<file path="config.mk">
export PLATFORM = sky130hd
export DESIGN_NAME = fir_decim_sink
export DESIGN_NICKNAME = d
export VERILOG_FILES = /design/src/rtl/fir_decim_sink.sv
export SDC_FILE = /design/constraint.sdc
export NUM_CORES = 1
export LEC_CHECK = 0
export CAP_MARGIN = 25
export CORE_UTILIZATION = 58
export CTS_CLUSTER_DIAMETER = 30
export DETAILED_ROUTE_END_ITERATION = 12
export PLACE_DENSITY_LB_ADDON = 0.3
export SLEW_MARGIN = 20
export SYNTH_ARGS = -nofsm -noshare
export SYNTH_HDL_FRONTEND = slang
export SYNTH_SLANG_ARGS = --single-unit
</file>
<file path="constraint.sdc">
create_clock -name i_clk -period 2.9 [get_ports i_clk]
set_input_delay 0.58 -clock i_clk [delete_from_list [all_inputs] [get_ports i_clk]]
set_output_delay 0.58 -clock i_clk [all_outputs]
set_load 0.02 [all_outputs]
</file>
<file path="src/rtl/fir_decim_sink.sv">
// fir_decim_sink: decimating sink at the end of the FIR sample stream.
// Keeps one strobed sample in every DECIM, requantises it to OUT_WIDTH,
// buffers it in a first-word fall-through FIFO and hands it downstream
// on a valid/ready handshake.
// Optional feature macro: FIR_DECIM_ROUND_EN
//   defined   -> round half up with saturation
//   undefined -> plain truncation (floor)
module fir_decim_sink #(
  parameter int DATA_WIDTH = 24,
  parameter int OUT_WIDTH  = 16,
  parameter int DECIM      = 4,
  parameter int FIFO_DEPTH = 8
) (
  input  logic                          i_clk,
  input  logic                          i_rst,
  input  logic                          i_en,
  input  logic signed [DATA_WIDTH-1:0]  i_data,
  input  logic                          i_ovf_clr,
  output logic signed [OUT_WIDTH-1:0]   o_data,
  output logic                          o_valid,
  input  logic                          i_ready,
  output logic [$clog2(FIFO_DEPTH):0]   o_level,
  output logic                          o_overflow
);

  localparam int D    = DATA_WIDTH - OUT_WIDTH;
  localparam int PH_W = (DECIM > 1) ? $clog2(DECIM) : 1;
  localparam int AW   = $clog2(FIFO_DEPTH);
  localparam int LW   = AW + 1;

`ifdef FIR_DECIM_ROUND_EN
  localparam logic [DATA_WIDTH:0] HALF =
    (D > 0) ? ((DATA_WIDTH+1)'(1) << ((D > 0) ? D - 1 : 0)) : '0;
  localparam logic signed [OUT_WIDTH-1:0] OUT_MAX = {1'b0, {(OUT_WIDTH-1){1'b1}}};
  localparam logic signed [OUT_WIDTH-1:0] OUT_MIN = {1'b1, {(OUT_WIDTH-1){1'b0}}};
`endif

  // Drop the D low bits of a sample, optionally rounding half up first.
  function automatic logic signed [OUT_WIDTH-1:0] requant(
    input logic signed [DATA_WIDTH-1:0] x
  );
`ifdef FIR_DECIM_ROUND_EN
    logic [DATA_WIDTH:0] sum;
    // One guard bit above the sign catches the carry out of the rounding add.
    sum = {x[DATA_WIDTH-1], x} + HALF;
    if (sum[DATA_WIDTH] != sum[DATA_WIDTH-1]) begin
      requant = sum[DATA_WIDTH] ? OUT_MIN : OUT_MAX;
    end else begin
      requant = sum[DATA_WIDTH-1:D];
    end
`else
    requant = x[DATA_WIDTH-1:D];
`endif
  endfunction

  logic [PH_W-1:0]                phase_q, phase_d;
  logic                           keep;
  logic                           stg_vld_q;
  logic signed [OUT_WIDTH-1:0]    stg_data_q;
  logic signed [OUT_WIDTH-1:0]    mem_q [FIFO_DEPTH];
  logic [AW-1:0]                  wr_q, wr_d, rd_q, rd_d;
  logic [LW-1:0]                  lvl_q, lvl_d;
  logic                           ovf_q, ovf_d;
  logic signed [OUT_WIDTH-1:0]    hold_q, hold_d;
  logic                           full, pop, push;

  assign keep = i_en && (phase_q == '0);
  assign full = (lvl_q == LW'(FIFO_DEPTH));
  assign pop  = (lvl_q != '0) && i_ready;
  assign push = stg_vld_q && (!full || pop);

  // Next-state for the decimation phase counter; moves only on strobes.
  always_comb begin
    phase_d = phase_q;
    if (i_en) begin
      phase_d = (phase_q == PH_W'(DECIM - 1)) ? '0 : phase_q + PH_W'(1);
    end
  end

  // Next-state for FIFO pointers, occupancy, sticky overflow and the empty-hold value.
  always_comb begin
    wr_d   = wr_q;
    rd_d   = rd_q;
    lvl_d  = lvl_q;
    ovf_d  = ovf_q;
    hold_d = hold_q;
    if (push) wr_d = wr_q + AW'(1);
    if (pop) begin
      rd_d   = rd_q + AW'(1);
      hold_d = mem_q[rd_q];
    end
    if (push && !pop) begin
      lvl_d = lvl_q + LW'(1);
    end else if (!push && pop) begin
      lvl_d = lvl_q - LW'(1);
    end
    // A drop in the same cycle as a clear keeps the flag set.
    if (stg_vld_q && full && !pop) begin
      ovf_d = 1'b1;
    end else if (i_ovf_clr) begin
      ovf_d = 1'b0;
    end
  end

  // Control state register; async reset discards any staged sample and empties the FIFO.
  always_ff @(posedge i_clk or posedge i_rst) begin
    if (i_rst) begin
      phase_q   <= '0;
      stg_vld_q <= 1'b0;
      wr_q      <= '0;
      rd_q      <= '0;
      lvl_q     <= '0;
      ovf_q     <= 1'b0;
      hold_q    <= '0;
    end else begin
      phase_q   <= phase_d;
      stg_vld_q <= keep;
      wr_q      <= wr_d;
      rd_q      <= rd_d;
      lvl_q     <= lvl_d;
      ovf_q     <= ovf_d;
      hold_q    <= hold_d;
    end
  end

  // Convert stage data: requantised kept sample, qualified by stg_vld_q.
  always_ff @(posedge i_clk) begin
    if (keep) stg_data_q <= requant(i_data);
  end

  // FIFO storage; an occupied entry is never overwritten because push requires space.
  always_ff @(posedge i_clk) begin
    if (push) mem_q[wr_q] <= stg_data_q;
  end

  // Head entry when non-empty, otherwise the last value handed out (0 after reset).
  assign o_data     = (lvl_q != '0) ? mem_q[rd_q] : hold_q;
  assign o_valid    = (lvl_q != '0);
  assign o_level    = lvl_q;
  assign o_overflow = ovf_q;

endmodule
</file>
* Word level (Yosys, flattened, before mapping)
Memory sizes are Yosys's and may differ from the RTL's.
Index checks and enable logic that the tools add are counted.
** Word-level totals
- Bits in registers :: 46
- Bits in writable memories :: 128
- Input port bits :: 29
- Output and inout port bits :: 22
- Word-level logic and storage cells :: 39
- Memories kept :: 1
** Memories
- mem_q :: words 8, width 16, rd ports 1, clocked after Yosys merged registers in 0, wr ports 1, RTL line 60 : logic signed [OUT_WIDTH-1:0] mem_q [FIFO_DEPTH];
** Cells by class
- Add/sub/neg operators :: 5
- Eq/ne operators :: 2
- Muxes and demuxes :: 8
- Reductions and logical operators :: 15
** Operator list (number)
- 2-to-1 mux 16 bit :: 1
- 2-to-1 mux 4 bit :: 2
- logical AND 1 bit :: 7
- adder 3 x 1 -> 3 bit (second input constant) :: 2
- adder 4 x 1 -> 4 bit (second input constant) :: 1
- == test 4 bit (second input constant) :: 1
- 2-to-1 mux 1 bit :: 4
- nonzero test 2 bit :: 2
- nonzero test 4 bit :: 1
- subtractor 4 x 1 -> 4 bit (second input constant) :: 1
- logical NOT 1 bit :: 3
- adder 2 x 1 -> 2 bit (second input constant) :: 1
- == test 2 bit (second input constant) :: 1
- logical NOT 2 bit :: 1
- 2-to-1 mux 2 bit :: 1
- logical OR 1 bit :: 1

* Depth between registers and ports, before layout
- Depth after elaboration :: 8
- Mapped depth :: 12
- Gate-level depth less buffers :: 11

* Worst setup path after synthesis
No wires, ideal clock.
- Kind :: reg-to-reg
- Start point :: register lvl_q[0] (netlist: o_level[0])
- End point :: register lvl_q[3] (netlist: o_level[3])
- Library setup time :: 0.136 ns
- Data arrival time :: 2.705 ns
- Required time :: 2.764 ns
- Slack :: 0.058 ns
- Stages on the path, launching flop included :: 12
- Path buffers :: 1
- Period minus slack after synthesis :: 2.842 ns
- Cells stage by stage :: dfrtp_1 -> or3_4 -> nor2_8 -> inv_2 -> nand2_4 -> buf_2 -> ha_1 -> inv_1 -> ha_1 -> a21o_1 -> a2111oi_0 -> o31ai_1
** Between the ends
- Longest elaborated chain between the ends :: 7
- Elaborated cells on any way between the ends :: 15
- Classes of those cells :: add/sub (2); eq/ne (1); mux (2); reduce/logical (10)
** RTL lines
- from (decl) :: RTL line 62 : logic [LW-1:0] lvl_q, lvl_d;
- from (signal assigned) :: RTL line 120 : lvl_q <= lvl_d;
- nonzero test 4 bit (*)
- net o_valid :: RTL line 20 : output logic o_valid,
- logical AND 1 bit (*) :: RTL line 69 : assign pop = (lvl_q != '0) && i_ready;
- logical OR 1 bit :: RTL line 70 : assign push = stg_vld_q && (!full || pop);
- logical AND 1 bit :: RTL line 70
- logical NOT 1 bit :: RTL line 94 : end else if (!push && pop) begin
- logical AND 1 bit :: RTL line 94
- nonzero test 2 bit (no line)
The timed path passes the listed nets; every way through them passes the cells marked *. The select of a mux whose other input is x is not followed.
A chain may end at the register's enable or synchronous reset.

* Worst setup path in the final report
- Start point :: register rd_q[0]
- End point :: output port o_data[0]
** Between the ends
- Longest elaborated chain between the ends :: 2
** RTL lines
- from (decl) :: RTL line 61 : logic [AW-1:0] wr_q, wr_d, rd_q, rd_d;
- from (signal assigned) :: RTL line 119 : rd_q <= rd_d;
- memory (8 x 16 bit)
- 2-to-1 mux 16 bit :: RTL line 137 : assign o_data = (lvl_q != '0) ? mem_q[rd_q] : hold_q;
- to (decl) :: RTL line 19 : output logic signed [OUT_WIDTH-1:0] o_data,
Every way passes these cells.

==> summary.md <==
| Metric | Value |
|---|---|
| DRC | 5 |
| Clock skew | 0.00563 ns |
| H-tree lvl count | 4 |
| Clk slew on worst S/H paths | 0.06 ns |
| Fmax | 355 MHz |
| PwrDens | between 1000 and 1500 mW/mm2 |
| Via density | 6.02 |
| Post-Route WL | 13400 um |
| R2R setup slack | approximately 0.17 ns |
| Skew-Pair Late Insertion Delay | about 0.42 ns |
| Initial antenna violation count | 0 |
| Slew HR | around 49% |
| Layout cells sized above 1 | 19.2% |
| CP Class | reg2out |
| Pin count of the biggest net entering global routing | 35 |
| Tcrit/Tclk final | 97.2% |
| Synth cell count leaders | edfxtp_1 (144), nand2_1 (45), mux2i_1 (33) |
| Num Clock Sinks | 174 |
| Main synth FF type | edfxtp_1 |
| Worst setup EP type | output port |
| Worst endpoint data arrival time | 2.24 ns |
| CTS tree | done |
| Compound-Gate Fraction of Synth Area | 7.46% |
| Hold Path Class | reg2reg |
| Post-synth top area share | 62.0% |
| Die Ht | ~110 um |
| Multiplexer area fraction after synthesis | 10.2% |
| Final Hold Viols | 0 |
| Largest family of logic cells by synthesized area | multiplexers |
| Vias | just under 4000 |
| Fillers | ~700 |
| Core ar. | 0.0116 mm2 |
| FFs w/ async S/R, synth | 17.2% |
| Post-synth EDFFs | roughly 140 |
| Root buffer cell | clkbuf_16 |
| Post-Synth XOR/XNOR Area | 0.628% |
| Wire per inst | between 20 and 25 um |
| Crit path buffers/inverters | 2 |
| Area taken by multi-input logic gates | 0.00172 mm2 |
| Synth cell types | 37 |
| Diodes inserted | 0 |
| Fin nets | 530 |
| Mapped Avg Cell Area | 16.4 um2 |
| Initial core utilization | approximately three fifths |
| Register bit total from synthesis | about 170 |
| Syn Inst Count | 426 |
| P&R area growth vs syn | 19.0% |
| Slowest-stage cell, CP | dfrtp_2 |
| Worst path cell trace | buf_12 > mux2_2 > o22ai_1 > a221o_1 > o21ai_1 > dlygate4sd2_1 |
| TritonRoute pass-1 iters | 10 |
| First-pass GRT wire length | 21100 um |
| # hold bufs at CTS | 0 |
| Crit-path leading delay family | buffers and inverters |
| TritonCTS Buffers | 17 |
| Max clock buf depth | 2 |
| CP max FO | 19 |
| I/O pin count | 51 |
| Placer Congestion | between 0.7 and 0.8 |
| Hold path depth | 2 |
| Die area | 0.0125 mm2 |
| Post-DRT Antenna Nets | 0 |
| Worst Path Required | 2.32 ns |
| Port-buffer cells | 42 |
| Minimum clock period | 2.82 ns |
| MaxCap Viol Count | 0 |
| Yosys Warn Count | 0 |
| Worst-Margin Slew | around 0.77 ns |
| Post-DP HPWL | roughly 7700 um |
| Failing checks | DRC |
| Startpoint Class | register |
| Status | complete, but fails checks |
| Hold Crit Start | hold_q[5] |
| CP startpoint | rd_q[0] |
| Hold_ws | approximately 0.48 ns |
| Final Setup Violations | 0 |
| Cell area after layout | 0.00830 mm2 |
| Area after DPL | ~0.0077 mm2 |
| Maximum vdd drop | 0.536 mV |
| Vias in the first global route | 3958 |
| Slowest stage delay, CP | around 0.43 ns |
| Dominant cells by area after synthesis | edfxtp_1 (62%), dfrtp_1 (11%), mux2i_1 (4.7%) |
| Syn Std Cell Area | 0.00697 mm2 |
| Adder-Cell Fraction of Synth Area | under 10% |
| LEAKAGE | between 0.003 and 0.004 uW |
| Post-Synth Simple-Gate Area | 4.54% |
| Fin. max-slew vios | 0 |
| # rows | 39 |
| Gr usage total | 23.2% |
| Crit path depth | 6 |
| Reg area | around 0.0051 mm2 |
| Die width | between 100 and 150 um |
| Cell with the most instances after synthesis | edfxtp_1 |
| Syn_nets | 463 |
| Yosys top cell by area | edfxtp_1 |
| GR Overflow Total | 0 |
| 1st-iter DRT viols | 260 |
| Cell count of the worst reg-to-reg path | 9 |
| Worst r2r src | o_level[0] |
| Seq/Total Area, Yosys | 72.8% |
## worst paths after layout
kind / to
setup / recovery: o_data[0]
hold / removal: hold_q[5]
setup reg to reg: o_level[3]
hold reg to reg: hold_q[5]
max in group asynchronous: wr_q[2]
min in group asynchronous: hold_q[11]
## where the power goes
part           switching, uW  internal (uW)  leakage [uW]
registers                294           3180       0.00167
clock network            911           1440      0.000297
logic                   1800           1400       0.00105
## stage by stage
step                      total power (uW)  instances   TNS, ns  setup slack, ns  util (%)
after floorplan                       5610        426         0           0.0585         -
after global placement                6650        615         0           0.0896      66.2
after detailed placement              6780        615         0           0.0114      66.2
after CTS                             9030        648         0           0.0317      71.6
after global routing                  9440        649  -0.00485         -0.00485      71.8
final                                 9020        649         0           0.0815      71.8
## routing by layer
metal	vias up	wire length (um)	share of wire, %	global-route usage [%]
li1	1768	-	-	-
met1	1978	5580	42	29.5
met2	138	6810	51	38.6
met3	23	694	5.2	5.06
met4	0	305	2.3	10.0
met5	-	0	0	0
## worst min-delay path: cells and delay by family (launching register included)
kind	cells	cell delay, ns
AND/OR/NAND/NOR	1	0.06
AO/OA/AOI/OAI	1	0.05
flip-flops	1	0.34
## placed cells by master, fill, tap and decap left out, drive strengths merged
cell	instances
a2111oi	1
a21o	1
a21oi	1
a221o	16
and2	1
buf	25
bufbuf	1
bufinv	4
clkbuf	18
clkdlybuf4s15	2
clkdlybuf4s50	26
clkinv	6
clkinvlp	3
dfrtp	30
dlygate4sd2	13
edfxtp	144
fa	1
ha	7
inv	11
mux2	34
mux2i	33
nand2	46
nand2b	5
nand3	2
nor2	8
nor2b	1
nor3	5
o21ai	37
o22ai	16
o31ai	1
o32ai	1
or3	1
xnor2	5
## registers in the layout, summed over array words and instances (netlist names)
name        cells
o_overflow      1
stg_data_q     16
stg_vld_q       1
phase_q         2
o_level         4
hold_q         16
mem_q         128
rd_q            3
wr_q            3
## cell families (layout without fill, tap and decap cells)
family / Yosys count / after routing
AO/OA/AOI/OAI: 74 / 74
XOR/XNOR: 5 / 5
adder cells (fa/ha/maj): 8 / 8
buffers and inverters: 29 / 109
flip-flops: 174 / 174
multiplexers: 67 / 67
AND/OR/NAND/NOR: 69 / 69
## layout make-up
class | count | share of cell area, %
multi-input combinational | 223 | 20.7
sequential | 174 | 61.2
tap | 143 | 2.16
clock buffer | 17 | 5.13
clock inverter | 15 | 2.32
inverter | 9 | 0.407
timing repair buffer | 68 | 8.11
## what timing repair did
action                                  CTS  global route
gates cloned                              1             0
endpoints found under the setup margin   16            13
setup buffers                             0             1
pin swaps                                 0             0
resized for setup                        17             6
No activity file was read; power rests on OpenSTA's default activity.
